**config.mk**
```make
export PLATFORM = sky130hd
export DESIGN_NAME = board_mem_arbiter
export DESIGN_NICKNAME = d
export VERILOG_FILES = /design/src/rtl/board_mem_arbiter.sv
export SDC_FILE = /design/constraint.sdc
export NUM_CORES = 1
export LEC_CHECK = 0
export ABC_CLOCK_PERIOD_IN_PS = 3900
export CAP_MARGIN = 20
export CORE_MARGIN = 2
export CORE_UTILIZATION = 40
export DETAILED_ROUTE_END_ITERATION = 10
export PLACE_DENSITY = 0.76
export SLEW_MARGIN = 20
export SYNTH_ARGS = -nofsm -noshare
export SYNTH_HDL_FRONTEND = slang
export SYNTH_SLANG_ARGS = --single-unit
```
**constraint.sdc**
```tcl
create_clock -name CLK -period 3.9 [get_ports CLK]
set_input_delay 0.78 -clock CLK [delete_from_list [all_inputs] [get_ports CLK]]
set_output_delay 0.78 -clock CLK [all_outputs]
set_load 0.05 [all_outputs]
```
**src/rtl/board_mem_arbiter.sv**
```systemverilog
// Two-port arbiter (display reads, game-logic reads/writes) in front of a single board memory.
// Define BOARD_INIT_EN to add a power-up sequence that writes the chess start position.
module board_mem_arbiter #(
   parameter int ADDR_W  = 6,
   parameter int PIECE_W = 4
) (
   input  logic               CLK,
   input  logic               RESET,
   input  logic               disp_req,
   input  logic [ADDR_W-1:0]  disp_addr,
   output logic               disp_ack,
   output logic [PIECE_W-1:0] disp_data,
   input  logic               gl_req,
   input  logic               gl_we,
   input  logic [ADDR_W-1:0]  gl_addr,
   input  logic [PIECE_W-1:0] gl_wdata,
   output logic               gl_ack,
   output logic [PIECE_W-1:0] gl_rdata,
   output logic [ADDR_W-1:0]  mem_addr,
   output logic               mem_we,
   output logic [PIECE_W-1:0] mem_wdata,
   input  logic [PIECE_W-1:0] mem_rdata,
   output logic               busy
);

`ifdef BOARD_INIT_EN
   localparam logic [1:0] ST_INIT   = 2'd0;
`endif
   localparam logic [1:0] ST_IDLE   = 2'd1;
   localparam logic [1:0] ST_ACCESS = 2'd2;

   localparam logic GRANT_DISP = 1'b0;
   localparam logic GRANT_GL   = 1'b1;

   logic [1:0]         r_state;
   logic               r_last_grant;
   logic               r_win_gl;
   logic               r_disp_ack;
   logic               r_gl_ack;
   logic [PIECE_W-1:0] r_disp_data;
   logic [PIECE_W-1:0] r_gl_rdata;
   logic [ADDR_W-1:0]  r_mem_addr;
   logic               r_mem_we;
   logic [PIECE_W-1:0] r_mem_wdata;

   logic w_disp_elig;
   logic w_gl_elig;
   logic w_pick_gl;

   // A requester still showing its ack is ignored so a held request is served once.
   assign w_disp_elig = disp_req && !r_disp_ack;
   assign w_gl_elig   = gl_req && !r_gl_ack;
   assign w_pick_gl   = w_gl_elig && (!w_disp_elig || (r_last_grant == GRANT_DISP));

`ifdef BOARD_INIT_EN
   logic [ADDR_W-1:0] r_ptr;
   logic              r_busy;

   function automatic logic [PIECE_W-1:0] f_start_piece(input logic [ADDR_W-1:0] ptr);
      logic [2:0] back_type;
      case (ptr[2:0])
         3'd0, 3'd7: back_type = 3'd4;
         3'd1, 3'd6: back_type = 3'd2;
         3'd2, 3'd5: back_type = 3'd3;
         3'd3:       back_type = 3'd5;
         default:    back_type = 3'd6;
      endcase
      case (ptr[5:3])
         3'd0:    f_start_piece = {1'b1, back_type};
         3'd1:    f_start_piece = 4'b1001;
         3'd6:    f_start_piece = 4'b0001;
         3'd7:    f_start_piece = {1'b0, back_type};
         default: f_start_piece = 4'b0000;
      endcase
   endfunction

   assign busy = r_busy;
`else
   assign busy = 1'b0;
`endif

   always_ff @(posedge CLK) begin
      if (RESET) begin
`ifdef BOARD_INIT_EN
         r_state <= ST_INIT;
         r_ptr   <= '0;
         r_busy  <= 1'b1;
`else
         r_state <= ST_IDLE;
`endif
         r_last_grant <= GRANT_GL;
         r_win_gl     <= 1'b0;
         r_disp_ack   <= 1'b0;
         r_gl_ack     <= 1'b0;
         r_disp_data  <= '0;
         r_gl_rdata   <= '0;
         r_mem_addr   <= '0;
         r_mem_we     <= 1'b0;
         r_mem_wdata  <= '0;
      end else begin
         r_disp_ack <= 1'b0;
         r_gl_ack   <= 1'b0;
         case (r_state)
`ifdef BOARD_INIT_EN
            ST_INIT: begin
               r_mem_we    <= 1'b1;
               r_mem_addr  <= r_ptr;
               r_mem_wdata <= f_start_piece(r_ptr);
               if (r_ptr == '1) begin
                  r_state <= ST_IDLE;
                  r_busy  <= 1'b0;
               end else begin
                  r_ptr <= r_ptr + 1'b1;
               end
            end
`endif
            ST_IDLE: begin
               r_mem_we <= 1'b0;
               if (w_disp_elig || w_gl_elig) begin
                  r_win_gl     <= w_pick_gl;
                  r_last_grant <= w_pick_gl ? GRANT_GL : GRANT_DISP;
                  r_mem_addr   <= w_pick_gl ? gl_addr : disp_addr;
                  r_mem_we     <= w_pick_gl && gl_we;
                  if (w_pick_gl) begin
                     r_mem_wdata <= gl_wdata;
                  end
                  r_state <= ST_ACCESS;
               end
            end
            ST_ACCESS: begin
               // r_mem_we still marks whether the access in flight is a write.
               r_mem_we <= 1'b0;
               if (r_win_gl) begin
                  r_gl_ack <= 1'b1;
                  if (!r_mem_we) begin
                     r_gl_rdata <= mem_rdata;
                  end
               end else begin
                  r_disp_ack  <= 1'b1;
                  r_disp_data <= mem_rdata;
               end
               r_state <= ST_IDLE;
            end
            default: begin
               r_mem_we <= 1'b0;
               r_state  <= ST_IDLE;
            end
         endcase
      end
   end

   assign disp_ack  = r_disp_ack;
   assign disp_data = r_disp_data;
   assign gl_ack    = r_gl_ack;
   assign gl_rdata  = r_gl_rdata;
   assign mem_addr  = r_mem_addr;
   assign mem_we    = r_mem_we;
   assign mem_wdata = r_mem_wdata;

endmodule

```
### After elaboration in Yosys (flattened, before gate mapping)

Cells that the tools add are included.

| storage, ports and cells | value |
|---|---|
| bits of input ports | 25 |
| word-level logic and storage cells | 38 |
| output and inout bits | 22 |
| register bits after elaboration | 25 |
| memory bits (writable) | 0 |
| memories kept | 0 |
| latch bits | 0 |
| ROM bits | 0 |

| cells by class | value |
|---|---|
| equal/unequal tests | 2 |
| div/mod/pow operators | 0 |
| reduce and logical (&&, ||, !) cells | 16 |
| magnitude comparators | 0 |
| multiplexer cells | 4 |
| $mul | 0 |
| bitwise operators | 6 |
| add/subtract/negate cells | 0 |
| shift-type cells | 0 |

Operators with widths:

| kind | count |
|---|---|
| 6-bit 2-to-1 mux | 1 |
| 1-bit inverter | 6 |
| 3-bit AND reduction | 2 |
| 1-bit logical AND | 4 |
| 2-bit AND reduction | 2 |
| 2-bit OR reduction | 2 |
| 1-bit logical NOT | 3 |
| 1-bit 2-to-1 mux | 3 |
| 3-bit OR reduction | 1 |
| 2-bit by 1-bit == test with 1-bit output, second input constant | 1 |
| 2-bit == test, second input constant | 1 |
| 1-bit logical OR | 2 |

### Longest topological paths before layout

Gate-level depths: netlist (run 1).

| depth | value |
|---|---|
| depth after elaboration | 6 |
| mapped depth | 5 |
| gate-level depth less buffers | 4 |

### Least setup slack after synthesis (run 1)

OpenSTA, ideal clock, no wires.

| path | value |
|---|---|
| path type | input port to flip-flop |
| start point | input port disp_req |
| end point | register r_mem_wdata[0] (netlist: mem_wdata[0]) |
| library setup time | 0.128 ns |
| arrival time | 1.556 ns |
| stages | 4 |
| path slack | 2.217 ns |
| required time | 3.772 ns |
| buffers on the path | 0 |
| path through | and3b_4 -> nor3b_4 -> mux2i_1 -> nor2_1 |

| between the ends | value |
|---|---|
| word-level cells in the longest chain between the ends | 5 |
| elaborated cells between the ends (all ways) | 6 |
| those cells by class | reduce/logical: 6 |

RTL lines:

| item | RTL line | text |
|---|---|---|
| from (decl) | 9 | `input logic disp_req,` |
| 1-bit logical AND (*) | 51 | `assign w_disp_elig = disp_req && !r_disp_ack;` |
| 1-bit logical NOT | 53 | `assign w_pick_gl = w_gl_elig && (!w_disp_elig \|\| (r_last_grant == GRANT_DISP));` |
| 1-bit logical OR | 53 |  |
| 1-bit logical AND | 53 |  |
| 3-bit AND reduction (no source line) (*) | n/a |  |
| to (signal assigned) | 125 | `r_mem_wdata <= gl_wdata;` |
| to (decl) | 44 | `logic [PIECE_W-1:0] r_mem_wdata;` |

Every way passes the cells marked *; elsewhere a longest branch is shown, timed or not.
A chain may end at the register's enable or synchronous reset.

### Final worst setup path (run 1)

| path | value |
|---|---|
| start point | register r_disp_ack (netlist: disp_ack) |
| end point | output port disp_ack |

RTL lines:

| item | RTL line | text |
|---|---|---|
| from (decl) | 38 | `logic r_disp_ack;` |
| from (signal assigned) | 93 | `r_disp_ack <= 1'b0;` |
| from (signal assigned) | 101 | `r_disp_ack <= 1'b0;` |
| from (signal assigned) | 139 | `r_disp_ack <= 1'b1;` |
| to (decl) | 11 | `output logic disp_ack,` |

No word-level cell between the ends.

==> qor.yml, run 1 <==
sta:
  finalClockSkew_ns: 0.00214
  postLayoutSetupSlackWorst_ns: 1.63
  maxSlewHeadroom_pct: 45.2
  setup_viol_count_final: 0
  worst-slew-pin-transition_ns: 0.819
  final_period_minus_worst_setup_slack_ns: 2.27
  totalNegativeSetupSlack_ns: 0
  hold_violations: 0
  maxClockFrequency_ghz: 0.441
  grt_setup_unrepaired: "false"
  maxSlewViolCount: 0
  post-route-period-util_pct: 58.2
yosys:
  syn-instance-count: 92
  synthesis.area_um2: 980
  yosys_register_bits: 25
  syn_nets: 117
  syn_avg_cell_area_um2: 10.6
  netlist_top_cells_count: "25 x dfxtp_1, 22 x nor2_1, 18 x mux2i_1"
  muxShareOfSynthArea_pct: 18.4
  synth-adder-area-share_pct: 0
  post_synth_xor_area_fraction_pct: 0
  synth-warning-count: 0
  synthMostInstantiatedCell: "dfxtp_1"
  ys_seq_area_share_pct: 51.1
  yosys.area_share.simple_pct: 20.3
  main_combinational_cell_family_by_area_after_synthesis: "simple AND/OR/NAND/NOR gates"
  synth_top_cells_by_area: "dfxtp_1 51%, mux2i_1 18%, nor2_1 8.4%"
  biggest_area_consumer_among_synthesized_cells: "dfxtp_1"
  synth_edf_count: 0
  yosysUniqueCellTypes: 23
  synth_ff_type: "dfxtp_1"
  postSynth.asyncResetShare_pct: 0
  compound_gate_fraction_of_synth_area_pct: 7.41
  synthDominantCellAreaShare_pct: 51.1
global_routing:
  vias_in_the_first_global_route: 761
  global_route_congestion_overflow_total: 0
  grt_max_degree: 24
  grt_antenna_before_repair: 0
  grt.total_usage_pct: 16.0
  grt_first_pass_wirelength_mm: 3.33
floorplanning:
  chipHeight_um: 53.5
  die-width_um: 53.5
  initial_utilization_pct: 43.5
  floorplan.rows: 17
  io_pins: 47
  die_area_mm2: 0.00286
  standard_cell_core_area_mm2: 0.00225
worst_setup_path:
  worst_r2r_startpoint: "disp_ack"
  worstPathCellList: "clkdlybuf4s50_1"
  worstPathArrival_ns: 1.49
  top_cell_family_by_delay_on_the_critical_path: "buffers and inverters"
  worst_ep_required_time_ns: 3.12
  worstSetupEndpointType: "output pin"
  critPathMaxStageDelay_ns: 0.81
  worstSetupStartpointType: "register"
  timing.critical_path.slowest_stage_cell: "clkdlybuf4s50_1"
  critical_path_startpoint: "disp_ack"
  rr_worst_depth: 4
  crit_fanout: 3
  cp_num_cells: 1
  timing_worst_setup_path_type: "register to output pin"
  critical_path_buffers_and_inverters: 1
clocking:
  tritoncts_num_sinks: 25
  cts_root_buffer: "clkbuf_4"
  clock_insertion_delay_worst_skew_ns: 0.31
  cts.hold.buffers_added: 0
  ctsResizeCount: 0
  post_cts.repair.setup_buffers: 0
  cts_max_path_buffers: 2
  ctsHtreeMaxLevel: 1
  cts.reportedPaths.clkPinSlew_ns: 0.13
  tritoncts_clock_tree: "built"
  cts_inserted_buffers: 3
detailed_routing:
  pre_antenna_drt_iters: 3
  drc: 0
  route.vias.total: 766
  ant_nets: 0
  wirelength_mm: 2.07
  route.detailed.vias_per_inst: 4.64
  route.detailed.wl_per_inst_um: 12.5
  first_iter_violations: 5
place:
  port-buffer-count: 45
  routabilityCongestion: 0.723
  dpl.hpwl_mm: 1.61
  dp_worst_setup_slack_ns: 1.59
finish:
  diodes: 0
  layout-drive-gt1-share_pct: 8.03
  finish.net_count: 163
  flow.area_growth_from_synthesis_pct: 50.3
min_path:
  hold_path_class: "register to register"
  timing.hold.worst_path_depth: 1
  worstHoldStart: "r_last_grant"
outcome:
  run_status: "finished, final reports clean"
pwr:
  peakVddDrop_uv: 262
  power_per_cell_area_mw_per_mm2: 372
  p_leak_nw: 0.549
run:
  maxCapViolCount: 0
worst paths after layout:
kind / slack (ns) / to
setup / recovery: 1.63 / disp_ack
hold / removal: 0.50 / r_last_grant
setup reg to reg: 2.43 / mem_wdata[0]
hold reg to reg: 0.50 / r_last_grant
cells by family after synthesis:
kind of cell | after synthesis
AND/OR/NAND/NOR | 33
multiplexers | 18
AO/OA/AOI/OAI | 10
buffers and inverters | 5
other | 1
flip-flops | 25
worst reg2reg max path: cells and delay by family (launching register included):
| kind | cells | cell delay (ns) |
|---|---|---|
| flip-flops | 1 | 0.37 |
| multiplexers | 1 | 0.28 |
| AND/OR/NAND/NOR | 3 | 0.69 |
routing by layer:
metal | vias up | global-route usage [%] | routed length, µm | part of all wire, %
li1 | 402 | - | - | -
met1 | 346 | 21.1 | 938 | 45
met2 | 16 | 26.3 | 1050 | 51
met3 | 2 | 1.98 | 63 | 3.0
met4 | 0 | 6.41 | 12 | 0.58
met5 | - | 0 | 0 | 0
layout make-up:
cell class,count,area (µm²)
multi-input cells,62,455
well taps,28,35.0
flip-flops and latches,25,500
fillers,205,782
clock inverters,1,5.00
repair buffers,45,450
clock buffers,3,22.5
inverters,1,3.75
flip-flops by register name, indices dropped and copies added, names as in the netlist:
signal,count
gl_rdata,4
r_state,2
r_last_grant,1
r_win_gl,1
mem_we,1
disp_ack,1
mem_addr,6
mem_wdata,4
gl_ack,1
disp_data,4
cell usage in the layout, fill, tap and decap left out:
cell type,count
a21oi_1,1
a211o_2,1
and2b_2,1
nor2_8,1
o21ai_0,1
clkinv_2,1
mux2i_1,18
and2b_1,2
and3b_4,1
o21a_1,1
conb_1,1
clkbuf_4,3
inv_1,1
nor2b_1,1
nor2_1,22
dfxtp_1,25
clkdlybuf4s50_1,45
nand3b_1,1
a211oi_1,6
and3_1,1
nand2b_2,1
nor3b_4,1
nor3b_2,1
stage by stage:
stage               power, mW  utilization (%)  instance area (µm²)  std cells  hold slack (ns)
floorplan               0.385                -                  980         92            0.440
global placement        0.439             64.1                 1450        161            0.449
detailed placement      0.442             64.1                 1450        161            0.478
CTS                     0.551             65.3                 1470        165            0.508
global route            0.569             65.3                 1470        165            0.525
finish                  0.548             65.3                 1470        165            0.500
power by group:
part           switching [mW]  internal [mW]
logic                  0.0869         0.0672
registers             0.00897          0.272
clock network          0.0742         0.0383
Note: power is estimated with default switching activity, not from simulation.
==> inputs of run 2 (changes only) <==
--- a/config.mk
+++ b/config.mk
@@ -5,12 +5,12 @@
 export SDC_FILE = /design/constraint.sdc
 export NUM_CORES = 1
 export LEC_CHECK = 0
-export ABC_CLOCK_PERIOD_IN_PS = 3900
+export ABC_CLOCK_PERIOD_IN_PS = 2170
 export CAP_MARGIN = 20
 export CORE_MARGIN = 2
-export CORE_UTILIZATION = 40
+export CORE_UTILIZATION = 39
 export DETAILED_ROUTE_END_ITERATION = 10
-export PLACE_DENSITY = 0.76
+export PLACE_DENSITY = 0.74
 export SLEW_MARGIN = 20
 export SYNTH_ARGS = -nofsm -noshare
 export SYNTH_HDL_FRONTEND = slang
==> constraint.sdc (replaced) <==
create_clock -name CLK -period 2.17 [get_ports CLK]
set_input_delay 0.434 -clock CLK [delete_from_list [all_inputs] [get_ports CLK]]
set_output_delay 0.434 -clock CLK [all_outputs]
set_load 0.05 [all_outputs]
==> qor.yml, run 2 (synthesis results as in run 1) <==
outcome:
  run_status: "finished, final reports clean"
worst_setup_path:
  worstPathCellList: "clkdlybuf4s50_1"
  critical_path_buffers_and_inverters: 1
  timing_worst_setup_path_type: "register to output pin"
  timing.critical_path.slowest_stage_cell: "clkdlybuf4s50_1"
  top_cell_family_by_delay_on_the_critical_path: "buffers and inverters"
  worstSetupEndpointType: "output pin"
  worst_ep_required_time_ns: 1.74
  cp_num_cells: 1
  r2r_setup_slack_ns: 0.79
  critPathMaxStageDelay_ns: 0.81
  crit_fanout: 2
  critical_path_startpoint: "mem_addr[0]"
  worst_r2r_startpoint: "disp_ack"
  worstPathArrival_ns: 1.49
  rr_worst_depth: 4
  reg_to_reg_critical_path_endpoint: "mem_wdata[2]"
  worstSetupStartpointType: "register"
floorplanning:
  chipHeight_um: 54.1
  standard_cell_core_area_mm2: 0.00243
  initial_utilization_pct: 40.3
  die_area_mm2: 0.00293
  die-width_um: 54.1
  floorplan.rows: 18
  io_pins: 47
sta:
  maxSlewHeadroom_pct: 66.1
  worst-slew-pin-transition_ns: 0.506
  maxSlewViolCount: 0
  final_period_minus_worst_setup_slack_ns: 1.92
  holdWs_ns: 0.490
  hold_violations: 0
  totalNegativeSetupSlack_ns: 0
  setup_viol_count_final: 0
  postLayoutSetupSlackWorst_ns: 0.251
  finalClockSkew_ns: 0.00476
  post-route-period-util_pct: 88.4
  maxClockFrequency_ghz: 0.521
  grt_setup_unrepaired: "false"
finish:
  flow.area_growth_from_synthesis_pct: 51.3
  largest_register_ff_count: 6
  layout-drive-gt1-share_pct: 8.70
  final_common_cell: "clkdlybuf4s50_1"
  stdcell_count: 168
  diodes: 0
  commonest_non_fill_non_tap_cells_in_the_layout: "45 x clkdlybuf4s50_1, 25 x dfxtp_1, 22 x nor2_1, 18 x mux2i_1, 6 x a211oi_1"
  finish.net_count: 164
  layout.cell_area.non_filler_mm2: 0.00148
detailed_routing:
  first_iter_violations: 3
  drc: 0
  ant_nets: 0
  route.detailed.vias_per_inst: 4.81
  route.detailed.wl_per_inst_um: 12.5
  pre_antenna_drt_iters: 4
  wirelength_mm: 2.10
  route.vias.total: 808
global_routing:
  grt_antenna_before_repair: 0
  global_route_congestion_overflow_total: 0
  grt_max_degree: 15
  vias_in_the_first_global_route: 736
  grt_first_pass_wirelength_mm: 3.13
  grt.total_usage_pct: 14.6
pwr:
  p_leak_nw: 0.553
  peakVddDrop_uv: 553
  power_per_cell_area_mw_per_mm2: 666
place:
  dpl.hpwl_mm: 1.64
  post_dp_area_mm2: 0.00146
  post_place_cells: 164
  dp_worst_setup_slack_ns: 0.297
  routabilityCongestion: 0.730
  port-buffer-count: 45
clocking:
  clock_insertion_delay_worst_skew_ns: 0.31
  tritoncts_clock_tree: "built"
  post_cts.repair.setup_buffers: 0
  cts_max_path_buffers: 2
  ctsHtreeMaxLevel: 1
  cts.hold.buffers_added: 0
  cts_inserted_buffers: 3
  tritoncts_num_sinks: 25
  cts.reportedPaths.clkPinSlew_ns: 0.13
  ctsResizeCount: 0
  cts_root_buffer: "clkbuf_4"
min_path:
  timing.hold.worst_path_depth: 1
  worstHoldStart: "r_last_grant"
  hold_path_class: "register to register"
  worstHoldEndpoint: "r_last_grant"
run:
  maxCapViolCount: 0
[run 2: cell count changes in the layout (fill, tap and decap cells not counted), sizes merged]
cell  before  now
buf        0    1
[run 2: how the worst max path moves through the flow]
stage	to	slack, ns
after floorplan	mem_wdata[0]	0.54
after global placement	mem_wdata[1]	0.34
after detailed placement	mem_wdata[0]	0.30
after CTS	disp_data[2]	0.23
after global routing	disp_ack	0.18
final	mem_addr[0]	0.25
[run 2: layout make-up]
class	count	area (µm²)
Fill cell	220	950
Inverter	1	3.75
Multi-Input combinational cell	62	455
Timing Repair Buffer	46	458
Tap cell	30	37.5
Clock buffer	3	22.5
Sequential cell	25	500
Clock inverter	1	5.00
[run 2: metrics by stage]
step | total power [mW] | util, %
floorplan | 0.691 | -
global placement | 0.791 | 59.8
detailed placement | 0.797 | 59.8
CTS | 0.997 | 61.0
global route | 1.04 | 61.0
finish | 0.987 | 61.0
[run 2: routing by layer]
layer	routed length [µm]	track usage (%)	vias to the layer above
li1	-	-	408
met1	918	18.8	382
met2	1100	24.1	16
met3	58	3.89	2
met4	19	3.75	0
met5	0	0	-
[run 2: power by group]
group          internal (mW)  total (mW)  leakage, nW  switching, mW
combinational          0.122       0.279        0.331          0.158
sequential             0.490       0.506        0.204         0.0167
clock                 0.0689       0.201       0.0177          0.132
total                  0.680       0.987        0.553          0.307
==> inputs of run 3 (changes only) <==
--- a/config.mk
+++ b/config.mk
@@ -5,12 +5,12 @@
 export SDC_FILE = /design/constraint.sdc
 export NUM_CORES = 1
 export LEC_CHECK = 0
-export ABC_CLOCK_PERIOD_IN_PS = 2170
+export ABC_CLOCK_PERIOD_IN_PS = 1700
 export CAP_MARGIN = 20
 export CORE_MARGIN = 2
-export CORE_UTILIZATION = 39
+export CORE_UTILIZATION = 35
 export DETAILED_ROUTE_END_ITERATION = 10
-export PLACE_DENSITY = 0.74
+export PLACE_DENSITY = 0.7
 export SLEW_MARGIN = 20
 export SYNTH_ARGS = -nofsm -noshare
 export SYNTH_HDL_FRONTEND = slang
==> constraint.sdc (replaced) <==
create_clock -name CLK -period 1.7 [get_ports CLK]
set_input_delay 0.34 -clock CLK [delete_from_list [all_inputs] [get_ports CLK]]
set_output_delay 0.34 -clock CLK [all_outputs]
set_load 0.05 [all_outputs]
==> qor.yml, run 3 (synthesis results as in run 1) <==
finish:
  final_common_cell: "dfxtp_1"
  diodes: 0
  flow.area_growth_from_synthesis_pct: 49.7
  largest_register_ff_count: 6
  sequential_cell_area_um2: 500
  area_used_by_multi_input_combinational_logic_um2: 455
  fillCellCount: 260
  layout.cell_area.non_filler_mm2: 0.00147
  commonest_non_fill_non_tap_cells_in_the_layout: "25 x dfxtp_1, 24 x clkdlybuf4s50_1, 24 x buf_4, 22 x nor2_1, 18 x mux2i_1"
  finish.net_count: 167
  layout-drive-gt1-share_pct: 25.5
clocking:
  cts.reportedPaths.clkPinSlew_ns: 0.13
  ctsResizeCount: 0
  clock_insertion_delay_worst_skew_ns: 0.31
  post_cts.repair.setup_buffers: 0
  tritoncts_clock_tree: "built"
  cts_max_path_buffers: 2
  cts_root_buffer: "clkbuf_4"
  ctsHtreeMaxLevel: 1
  cts_inserted_buffers: 3
  tritoncts_num_sinks: 25
  cts.hold.buffers_added: 0
pwr:
  power_per_cell_area_mw_per_mm2: 864
  peakVddDrop_uv: 550
  p_leak_nw: 0.612
worst_setup_path:
  critical_path_buffers_and_inverters: 1
  timing_worst_setup_path_type: "input port to register"
  worstPathArrival_ns: 1.63
  worstPathCellList: "clkdlybuf4s50_1, and3b_4, nor3b_4, mux2i_1, nor2_1"
  worstSetupEndpointType: "register"
  critPathMaxStageDelay_ns: 0.42
  crit_fanout: 5
  worst_ep_required_time_ns: 1.92
  worst_r2r_startpoint: "disp_ack"
  r2r_setup_slack_ns: 0.33
  top_cell_family_by_delay_on_the_critical_path: "simple AND/OR/NAND/NOR gates"
  rr_worst_depth: 4
  worstSetupStartpointType: "input port"
  reg_to_reg_critical_path_endpoint: "mem_wdata[0]"
  timing.critical_path.slowest_stage_cell: "clkdlybuf4s50_1"
floorplanning:
  standard_cell_core_area_mm2: 0.00271
  die-width_um: 56.9
  floorplan.rows: 19
  initial_utilization_pct: 36.1
  io_pins: 47
  chipHeight_um: 56.9
  die_area_mm2: 0.00324
global_routing:
  vias_in_the_first_global_route: 829
  grt_antenna_before_repair: 0
  global_route_congestion_overflow_total: 0
  grt.total_usage_pct: 14.4
  grt_max_degree: 15
  grt_first_pass_wirelength_mm: 3.66
sta:
  hold_violations: 0
  final_period_minus_worst_setup_slack_ns: 1.41
  setup_viol_count_final: 0
  post-route-period-util_pct: 83.1
  grt_setup_unrepaired: "false"
  maxClockFrequency_ghz: 0.708
  finalClockSkew_ns: 0.00332
  holdWs_ns: 0.501
  maxSlewViolCount: 0
detailed_routing:
  route.detailed.wl_per_inst_um: 12.5
  drc: 0
  route.vias.total: 837
  first_iter_violations: 5
  ant_nets: 0
  route.detailed.vias_per_inst: 4.87
  wirelength_mm: 2.15
  pre_antenna_drt_iters: 4
min_path:
  worstHoldStart: "r_last_grant"
  worstHoldEndpoint: "r_last_grant"
  timing.hold.worst_path_depth: 1
  hold_path_class: "register to register"
place:
  dpl.hpwl_mm: 1.76
  routabilityCongestion: 0.770
  post_dp_area_mm2: 0.00144
  port-buffer-count: 45
run:
  maxCapViolCount: 0
outcome:
  run_status: "finished, final reports clean"
-- run 3: power breakdown --
part	internal (mW)	total [mW]	switching (mW)	leakage, nW
Clock	0.0878	0.254	0.166	0.0177
Sequential	0.625	0.647	0.0220	0.204
Combinational	0.162	0.366	0.203	0.390
Total	0.875	1.27	0.391	0.612
-- run 3: worst max path at each step --
stage	slack, ns	cells after the start	to	from
after global routing	0.21	4	mem_wdata[0]	disp_ack
after floorplan	0.07	4	mem_wdata[0]	disp_ack
after global placement	-0.003	5	mem_wdata[2]	disp_req
after detailed placement	-0.05	5	mem_wdata[0]	disp_req
final	0.29	5	mem_wdata[0]	disp_req
after CTS	0.29	5	mem_wdata[0]	disp_req
-- run 3: through the flow --
step	setup TNS (ns)	setup WS, ns	utilization [%]	instances	total power, mW
after floorplan	0	0.0691	-	92	0.882
after global placement	-0.00289	-0.00289	53.1	168	1.02
after detailed placement	-0.184	-0.0507	53.1	168	1.03
after CTS	0	0.291	54.1	172	1.28
after global routing	0	0.213	54.1	172	1.33
final	0	0.287	54.1	172	1.27
-- run 3: area by class of cell --
class | instances | share of cell area (%)
Clock buffer | 3 | 1.54
Timing Repair Buffer | 49 | 30.0
Inverter | 1 | 0.256
Clock inverter | 1 | 0.341
Tap cell | 31 | 2.65
Sequential cell | 25 | 34.1
Multi-Input combinational cell | 62 | 31.1
-- run 3: worst register-to-register path: cells and delay by family (launching register included) --
kind	cells	cell delay (ns)
muxes	1	0.24
and+or+nand+nor	3	0.65
DFF	1	0.39
-- run 3: per-layer routing --
metal | part of all wire, % | up-vias | global-route usage (%) | routed length (µm)
met5 | 0 | - | 0 | 0
met4 | 1.3 | 0 | 7.64 | 27
met3 | 6.1 | 2 | 3.46 | 131
met2 | 50 | 24 | 24.1 | 1080
met1 | 43 | 397 | 17.0 | 913
li1 | - | 414 | - | -
==> RTL edit: new RTL, flow settings as in run 2 <==
The parameter `PIECE_W` goes from 4 to 6.
--- a/src/rtl/board_mem_arbiter.sv
+++ b/src/rtl/board_mem_arbiter.sv
@@ -2,7 +2,7 @@
 // Define BOARD_INIT_EN to add a power-up sequence that writes the chess start position.
 module board_mem_arbiter #(
    parameter int ADDR_W  = 6,
-   parameter int PIECE_W = 4
+   parameter int PIECE_W = 6
 ) (
    input  logic               CLK,
    input  logic               RESET,
Ports: changed (5 resized); port bits go from 47 to 57. The function was not compared with the original's and may differ.
==> RTL edit against run 2 <==
Cell area increased by 27%. Sequential cell count grew 6. Wire length rose by 20%. Highest routed layer unchanged. Total power is 42% higher. Area after synthesis grew 23%. Critical path type unchanged. Setup slack got worse by 0.036 ns. Non-clock buffer count increased by 13. Synthesized cell count up 22%. Hold slack got worse by 0.0067 ns.
==> RTL edit: results (changes against run 2) <==
Met1 Use GR: 0.176 (-0.0121)
R2R setup slack: 0.80 ns
Place WS: 0.261 ns (-0.0366 ns)
Worst Hold Depth: 2 (+1)
Clock buffer depth: 2 (unchanged)
Reg2Reg Depth: 4 (unchanged)
Reg clk slew, reported paths: 0.09 ns (-0.04 ns)
# fillers: 254 (+15%)
Final period util: 0.901 (+0.0165)
Synth cell count leaders: dfxtp_1, nor2_1, mux2i_1
CP delay by family, top: buffers and inverters
Crit path to: mem_we
Vias: 963 (+19%)
Top sig layer: met4
M2 GR Usage: 0.287 (+0.0463)
Post-Syn Area per Cell: 10.8 um^2 (+1.0%)
Metal2 WL: 1.27 mm (+15%)
First-pass GRT wire length: 4.26 mm (+36%)
Met3 Use GR: 0.0328 (-0.00614)
Status: finished, final reports clean
Vias in the first global route: 987 (+34%)
PortBufs: 55 (+22%)
Crit path from: mem_we
Nets: 201 (+23%)
Post-DP Area: 1800 um^2 (+23%)
Area growth syn-to-layout: 56.2%
GP Congestion: 0.749 (+2.6%)
Critical path's slowest cell: clkdlybuf4s50_1
Synth top area cells: dfxtp_1, mux2i_1, nor2_1, a211oi_1, nand2b_4
H-tree levels: 2 (+1)
Cells after DPL: 198 (+21%)
Fraction of layout cells with a size suffix above 1: 0.110 (+0.0229)
FF-to-FF Start: disp_ack
Syn nets: 141 (+21%)
Rel. slew slack: 0.654 (-0.00753)
Diodes inserted: 0 (unchanged)
Num CTS Buffers: 5 (+2)
WL/cell: 12.2 um (-2.3%)
Met3 Routed Length: 162 um (+180%)
Clock root buffer: clkbuf_4
DRT iter0 DRCs: 17 (+14)
Arrival time worst endpoint: 1.52 ns (+0.03 ns)
Synth unique cells: 23 (unchanged)
Worst-case vdd ir drop: 427 uV (-23%)
Worst R2R End: mem_wdata[0]
Via density: 4.67 (-2.8%)
Post-synthesis sequential area ratio: 0.515 (+0.00420)
Overall Global Routing Usage: 0.162 (+0.0157)
Total grt overflow: 0 (unchanged)
Post-CTS resize count: 0 (unchanged)
DP HPWL: 1.95 mm (+19%)
Hold slack: 0.483 ns (-0.00668 ns)
Static leakage: 0.723 nW (+31%)
Clk Latency, worst-skew pair: 0.32 ns
Critical path fanouts, max: 2 (unchanged)
Wl on met1: 1.04 mm (+14%)
Critical path's largest stage delay: 0.83 ns (+0.02 ns)
Worst Hold End: r_last_grant
Pin count of the biggest net entering global routing: 19 (+4)
Clock skew: 0.00561 ns (+0.000854 ns)
## RTL edit: cell count changes after synthesis, sizes merged, moves of 2 or more
cell	before	now
nand2b	1	3
dfxtp	25	31
mux2i	18	24
and2b	3	1
nor2	23	28
## RTL edit: kinds of logic after synthesis
kind of cell / share of synthesized area
AOI/OAI and AO/OA: 0.0571
buffers and inverters: 0.0322
DFF: 0.515
muxes: 0.199
other: 0.00311
and+or+nand+nor: 0.193
## RTL edit: final cells by class
| cell class | instances | area share |
|---|---|---|
| Clock buffer | 6 | 0.0273 |
| Sequential cell | 31 | 0.330 |
| Inverter | 2 | 0.00399 |
| Clock inverter | 2 | 0.0186 |
| Tap cell | 33 | 0.0219 |
| Multi-Input combinational cell | 73 | 0.290 |
| Timing Repair Buffer | 59 | 0.309 |
## RTL edit: report_power, final
group / internal, mW / switching, mW
clock network: 0.272 / 0.186
registers: 0.603 / 0.0183
logic: 0.144 / 0.183
